**config.mk**
```make
export PLATFORM = sky130hd
export DESIGN_NAME = nn_layer_sequencer
export DESIGN_NICKNAME = d
export VERILOG_FILES = /design/src/rtl/nn_pkg.sv /design/src/rtl/nn_result_fifo.sv /design/src/rtl/nn_layer_sequencer.sv
export SDC_FILE = /design/constraint.sdc
export NUM_CORES = 1
export LEC_CHECK = 0
export CAP_MARGIN = 10
export CORE_ASPECT_RATIO = 1.5
export CORE_UTILIZATION = 45
export CTS_BUF_LIST = sky130_fd_sc_hd__clkbuf_8
export CTS_CLUSTER_SIZE = 30
export DETAILED_ROUTE_END_ITERATION = 10
export PLACE_DENSITY = 0.83
export REMOVE_ABC_BUFFERS = 1
export SLEW_MARGIN = 10
export SYNTH_ARGS = -nofsm -noshare
export SYNTH_HDL_FRONTEND = slang
export SYNTH_HIERARCHICAL = 1
export SYNTH_SLANG_ARGS = --single-unit
```
**constraint.sdc**
```tcl
create_clock -name masterClk -period 3.55 [get_ports masterClk]
set_clock_uncertainty 0.2 [all_clocks]
set_input_delay 0.5325 -clock masterClk [delete_from_list [all_inputs] [get_ports masterClk]]
set_output_delay 0.5325 -clock masterClk [all_outputs]
set_load 0.01 [all_outputs]
```
**src/rtl/nn_pkg.sv**
```systemverilog
// Shared definitions for the neural-network inference sequencer: FSM encoding,
// default widths and boolean constants.
package nn_pkg;

    typedef enum logic [1:0] {
        IDLE  = 2'd0,
        START = 2'd1,
        RUN   = 2'd2
    } nnState_t;

    localparam int DEFAULT_ADDR_WIDTH  = 10;
    localparam int DEFAULT_CLASS_WIDTH = 4;

    localparam logic TRUE  = 1'b1;
    localparam logic FALSE = 1'b0;

endpackage

```
**src/rtl/nn_result_fifo.sv**
```systemverilog
// Small circular FIFO holding finished predictions; a pop and a push in the
// same cycle are both honoured, even when the FIFO is full.
module nn_result_fifo
    import nn_pkg::*;
#(
    parameter int WIDTH = DEFAULT_CLASS_WIDTH,
    parameter int DEPTH = 2
) (
    input  logic                         clk,
    input  logic                         reset,
    input  logic                         push,
    input  logic                         pop,
    input  logic [WIDTH-1:0]             din,
    output logic [WIDTH-1:0]             dout,
    output logic                         empty,
    output logic                         full,
    output logic [$clog2(DEPTH+1)-1:0]   count
);

    localparam int PTR_WIDTH   = (DEPTH > 1) ? $clog2(DEPTH) : 1;
    localparam int COUNT_WIDTH = $clog2(DEPTH + 1);
    localparam logic [PTR_WIDTH-1:0] LAST_PTR = PTR_WIDTH'(DEPTH - 1);

    logic [WIDTH-1:0]     mem [DEPTH];
    logic [PTR_WIDTH-1:0] wrPtr;
    logic [PTR_WIDTH-1:0] rdPtr;
    logic                 pushEff;
    logic                 popEff;

    function automatic logic [PTR_WIDTH-1:0] nextPtr(input logic [PTR_WIDTH-1:0] ptr);
        return (ptr == LAST_PTR) ? '0 : ptr + PTR_WIDTH'(1);
    endfunction

    // Status flags and effective push/pop qualification
    always_comb begin
        empty   = (count == '0);
        full    = (count == COUNT_WIDTH'(DEPTH));
        popEff  = pop & ~empty;
        pushEff = push & (~full | popEff);
        dout    = mem[rdPtr];
    end

    // Storage write
    always_ff @(posedge clk) begin
        if (pushEff) begin
            mem[wrPtr] <= din;
        end
    end

    // Pointer and occupancy bookkeeping
    always_ff @(posedge clk or posedge reset) begin
        if (reset) begin
            wrPtr <= '0;
            rdPtr <= '0;
            count <= '0;
        end else begin
            if (pushEff) wrPtr <= nextPtr(wrPtr);
            if (popEff)  rdPtr <= nextPtr(rdPtr);
            case ({pushEff, popEff})
                2'b10:   count <= count + COUNT_WIDTH'(1);
                2'b01:   count <= count - COUNT_WIDTH'(1);
                default: count <= count;
            endcase
        end
    end

endmodule

```
**src/rtl/nn_layer_sequencer.sv**
```systemverilog
// Chains NUM_LAYERS layer blocks through a start/done handshake, routes
// weight/bias writes to one layer while idle, and buffers predictions.
module nn_layer_sequencer
    import nn_pkg::*;
#(
    parameter int NUM_LAYERS     = 2,
    parameter int SEL_WIDTH      = 2,
    parameter int ADDR_WIDTH     = DEFAULT_ADDR_WIDTH,
    parameter int DATA_WIDTH     = 64,
    parameter int CLASS_WIDTH    = DEFAULT_CLASS_WIDTH,
    parameter int RESULT_DEPTH   = 2,
    parameter int TIMEOUT_CYCLES = 4096
) (
    input  logic                   masterClk,
    input  logic                   reset,
    input  logic                   inputsInbound,
    output logic                   readyForInputs,
    input  logic                   weightWriteEnable,
    input  logic                   biasWriteEnable,
    input  logic [SEL_WIDTH-1:0]   layerWriteSelect,
    input  logic [ADDR_WIDTH-1:0]  writeAddressSelect,
    input  logic [DATA_WIDTH-1:0]  writeIn,
    output logic [NUM_LAYERS-1:0]  layerWeightWE,
    output logic [NUM_LAYERS-1:0]  layerBiasWE,
    output logic [ADDR_WIDTH-1:0]  layerWriteAddr,
    output logic [DATA_WIDTH-1:0]  layerWriteData,
    output logic                   writeRejected,
    output logic [NUM_LAYERS-1:0]  layerStart,
    input  logic [NUM_LAYERS-1:0]  layerDone,
    input  logic [CLASS_WIDTH-1:0] finalClass,
    output logic                   predictionReady,
    output logic [CLASS_WIDTH-1:0] predictionOut,
    input  logic                   predictionRecieved,
    output logic                   busy,
    output logic                   timeoutError
);

    localparam int IDX_WIDTH   = (NUM_LAYERS > 1) ? $clog2(NUM_LAYERS) : 1;
    localparam int WD_WIDTH    = (TIMEOUT_CYCLES > 1) ? $clog2(TIMEOUT_CYCLES) : 1;
    localparam int COUNT_WIDTH = $clog2(RESULT_DEPTH + 1);
    localparam logic [IDX_WIDTH-1:0]   LAST_INDEX   = IDX_WIDTH'(NUM_LAYERS - 1);
    localparam logic [WD_WIDTH-1:0]    WD_LAST      = WD_WIDTH'((TIMEOUT_CYCLES > 0) ? TIMEOUT_CYCLES - 1 : 0);
    localparam logic [SEL_WIDTH:0]     SELECT_LIMIT = (SEL_WIDTH + 1)'(NUM_LAYERS);

    nnState_t               state;
    logic [IDX_WIDTH-1:0]   layerIndex;
    logic [WD_WIDTH-1:0]    wdCount;
    logic                   anyWrite;
    logic                   writeAccepted;
    logic                   currentDone;
    logic                   watchdogExpired;
    logic [NUM_LAYERS-1:0]  writeOnehot;
    logic                   fifoPush;
    logic                   fifoEmpty;
    logic                   fifoFull;
    logic [COUNT_WIDTH-1:0] fifoCount;
    logic [CLASS_WIDTH-1:0] fifoHead;

    // Handshake decode, write qualification and visible status
    always_comb begin
        anyWrite        = weightWriteEnable | biasWriteEnable;
        writeAccepted   = (state == IDLE) && ({1'b0, layerWriteSelect} < SELECT_LIMIT);
        writeOnehot     = NUM_LAYERS'(1'b1) << layerWriteSelect;
        currentDone     = layerDone[layerIndex];
        watchdogExpired = (TIMEOUT_CYCLES != 0) && (wdCount == WD_LAST);
        fifoPush        = (state == RUN) && currentDone && (layerIndex == LAST_INDEX);
        readyForInputs  = (state == IDLE) && !fifoFull && !anyWrite;
        busy            = (state != IDLE);
        predictionReady = (fifoCount != '0);
        predictionOut   = fifoEmpty ? '0 : fifoHead;
    end

    // Inference FSM with layer index, watchdog and start pulses
    always_ff @(posedge masterClk or posedge reset) begin
        if (reset) begin
            state        <= IDLE;
            layerIndex   <= '0;
            wdCount      <= '0;
            layerStart   <= '0;
            timeoutError <= FALSE;
        end else begin
            layerStart <= '0;
            case (state)
                IDLE: begin
                    if (inputsInbound && readyForInputs) begin
                        state      <= START;
                        layerIndex <= '0;
                        layerStart <= NUM_LAYERS'(1'b1);
                    end
                end
                START: begin
                    wdCount <= '0;
                    state   <= RUN;
                end
                RUN: begin
                    if (currentDone) begin
                        if (layerIndex == LAST_INDEX) begin
                            state <= IDLE;
                        end else begin
                            layerIndex <= layerIndex + IDX_WIDTH'(1);
                            layerStart <= NUM_LAYERS'(1'b1) << (layerIndex + IDX_WIDTH'(1));
                            state      <= START;
                        end
                    end else if (watchdogExpired) begin
                        timeoutError <= TRUE;
                        state        <= IDLE;
                    end else begin
                        wdCount <= wdCount + WD_WIDTH'(1);
                    end
                end
                default: state <= IDLE;
            endcase
        end
    end

    // Parameter-write register; address/data only move on an accepted write
    always_ff @(posedge masterClk or posedge reset) begin
        if (reset) begin
            layerWeightWE  <= '0;
            layerBiasWE    <= '0;
            layerWriteAddr <= '0;
            layerWriteData <= '0;
            writeRejected  <= FALSE;
        end else begin
            layerWeightWE <= (weightWriteEnable && writeAccepted) ? writeOnehot : '0;
            layerBiasWE   <= (biasWriteEnable && writeAccepted) ? writeOnehot : '0;
            writeRejected <= anyWrite && !writeAccepted;
            if (anyWrite && writeAccepted) begin
                layerWriteAddr <= writeAddressSelect;
                layerWriteData <= writeIn;
            end
        end
    end

    nn_result_fifo #(
        .WIDTH (CLASS_WIDTH),
        .DEPTH (RESULT_DEPTH)
    ) resultFifo (
        .clk   (masterClk),
        .reset (reset),
        .push  (fifoPush),
        .pop   (predictionRecieved),
        .din   (finalClass),
        .dout  (fifoHead),
        .empty (fifoEmpty),
        .full  (fifoFull),
        .count (fifoCount)
    );

endmodule

```
==> key figures <==
Finish
  • # fillers: between 700 and 800
  • Inserted Diodes: 0
  • Fin nets: 578
  • Synth-to-layout area growth: 45.7%
  • Layout cell share with drive strength beyond 1: 0.206

Floorplanning
  • Die X: 83.7 um
  • Rows: 44
  • Area of the die: ~10000 sq um
  • Core area: just under 10000 sq um
  • Initial core utilization: 0.465
  • DIE HEIGHT: around 120 um
  • I/O pin cnt: 177

Synthesis
  • Number of synthesized register bits: 109
  • Top-count cell post-synth: dfrtp_1
  • Seq/Total Area, Yosys: 0.615
  • Async set or reset register ratio after synthesis: 0.927
  • Post-synth top cells: dfrtp_1, mux2_2, nor2_1, buf_6, nand2_1
  • Syn avg cell area: 14.3 sq um
  • Cells after Synth: ~320
  • Synth unique cells: 48
  • Largest cells by area after synthesis: dfrtp_1, mux2_2, edfxtp_1
  • YS warnings: 6
  • Synth Cell Area: 4500 sq um
  • Dominant synthesized flop cell: dfrtp_1
  • Number of flops mapped to enable cells by yosys: 8
  • Synth area leader: dfrtp_1
  • Synth top area share: 0.561

STA
  • Max-slew violation count: 0
  • Final Critical Period: between 2 and 3 ns
  • Total negative setup slack: 0 ns
  • Hold WS: 0.248 ns
  • Worst-Margin Slew: 0.634 ns
  • Final worst-path cycle share: 0.804
  • Fin. Hold Viols: 0
  • Final setup vio count: 0
  • RSZ-0062 raised after global routing: no
  • Fmax: 0.351 GHz
  • Slew Limit Headroom: 0.577

Route
  • Vias: 3270
  • Routed wire per std cell: 17.7 um
  • Routed WL: 10.8 mm
  • Routed Antenna Nets: 0
  • Violation count after the first detailed-routing iteration: 136
  • Post-route DRC: 0
  • Initial DRT Pass Iterations: 4
  • Vias per std cell: 5.37

CTS
  • CTS sink cnt: 109
  • Max Buffers Root-to-Sink: 2
  • Worst skew pair latency: 0.36 ns
  • Post-CTS Setup Bufs: 0
  • CTS Hold Bufs: 0
  • Cts bufs inserted: 9
  • Clock slew at reported path FFs: 0.09 ns
  • CTS H-tree depth: 3
  • Root Driver: clkbuf_8
  • CTS tree: yes
  • # resized after CTS: 0

Critical path
  • Kind of critical path: reg2out
  • Crit-path cells: or2_2, nor4_1, clkdlybuf4s50_1
  • Slowest stage cell, crit path: clkdlybuf4s50_1
  • CP Data Arrival Time: 2.12 ns
  • Startpoint Class: register
  • Crit. End Element: output port
  • Slowest stage delay, CP: approximately 0.61 ns
  • CP required: 2.82 ns
  • Critical-path maximum fanout: 12

Global route
  • Gr usage total: 0.215
  • Initial antenna violation count: 0
  • Grt ovf: 0
  • Largest net degree at the start of global routing: 75
  • Vias in the first global route: 3350
  • Global-route wire length before repair: 17.4 mm

Power
  • Largest vdd supply drop: roughly 470 uV
  • Power per Cell Area: between 700 and 800 nW/um^2
  • Leak: approximately 2.7 nW
  • Tot Pwr: 5.14 mW

Place
  • Gpl congestion: 0.819
  • DP HPWL: 8.07 mm
  • # port buffers: 176

Status
  • Outcome: completed

Worst hold path
  • Hold Crit Class: in2async

Run
  • Max_cap viols: 0
-- metrics by stage --
| step | std cells | instance area (sq um) | setup WS [ns] | utilization |
|---|---|---|---|---|
| CTS | 609 | 6560 | 0.696 | 0.677 |
| finish | 609 | 6560 | 0.697 | 0.677 |
| global route | 609 | 6560 | 0.518 | 0.677 |
| detailed placement | 593 | 6320 | 0.870 | 0.652 |
| floorplan | 300 | 4370 | 0.0120 | - |
| global placement | 593 | 6320 | 0.896 | 0.652 |
-- final cells by class --
type / count / area, sq um / area share
tap: 115 / 144 / 0.0219
sequential: 109 / 2770 / 0.422
multi-input combinational: 184 / 1580 / 0.241
inverter: 7 / 28.8 / 0.00439
timing repair buffer: 178 / 1800 / 0.275
clock buffer: 9 / 124 / 0.0189
clock inverter: 7 / 115 / 0.0176
-- sequential cells by signal, indices dropped and copies added, names as in the netlist --
name,cells
layerBiasWE,2
layerIndex,1
layerStart,2
layerWeightWE,2
layerWriteAddr,10
layerWriteData,64
resultFifo/count,2
resultFifo/mem,8
resultFifo/rdPtr,1
resultFifo/wrPtr,1
state,2
timeoutError,1
wdCount,12
writeRejected,1
-- final timing paths --
kind,from,endpoint,cells past startpoint,slack [ns]
worst max-delay path,state[1],readyForInputs,3,0.70
worst min-delay path,reset,resultFifo/count[1],2,0.25
worst max register to register,state[1],layerWriteData[63],4,1.35
max in group asynchronous,reset,layerWriteData[24],3,2.02
worst min register to register,timeoutError,timeoutError,1,0.27
min in group masterClk,timeoutError,timeoutError,1,0.27
-- cells in the final DEF, fill, tap and decap left out, types with 3 or more instances in the layout --
cell and n:
o211ai_1 3, mux2i_1 3, nor2b_1 5, or4_1 3, a31oi_1 4, o21ai_0 4
inv_1 7, clkbuf_8 9, nand3_1 7, bufinv_16 3, a21oi_1 6, clkdlybuf4s50_1 176
nand2_1 9, nand2b_1 3, nor2_1 11, nor3_1 3, edfxtp_1 8, nor3b_1 4
and3_1 4, mux2_1 5, mux2_2 73, nand4_1 4, dfrtp_1 101
-- logic make-up (layout without fill, tap and decap cells) --
family | Yosys count | count (layout) | share of synthesized area
DFF | 109 | 109 | 0.615
muxes | 82 | 82 | 0.205
and+or+nand+nor | 65 | 65 | 0.0834
AOI/OAI and AO/OA | 34 | 34 | 0.0542
buffers and inverters | 22 | 201 | 0.0361
xor gates and xnor gates | 2 | 2 | 0.00389
adders and majority gates | 1 | 1 | 0.00278
-- power breakdown --
part,internal [mW],switching [mW]
Sequential,1.75,0.303
Combinational,1.38,0.837
Clock,0.466,0.407
Total,3.60,1.55
-- critical path, delay by kind of cell (launching register included) --
family,cells,cell delay (ns)
and+or+nand+nor,2,0.61
buffers and inverters,1,0.61
DFF,1,0.54
-- layer usage --
layer | up-vias | track usage | part of all wire
met5 | - | 0 | 0
met4 | 0 | 0.0887 | 0.028
met3 | 19 | 0.0543 | 0.063
met2 | 142 | 0.375 | 0.53
met1 | 1623 | 0.249 | 0.38
li1 | 1486 | - | -
(Power assumes the default switching activity.)
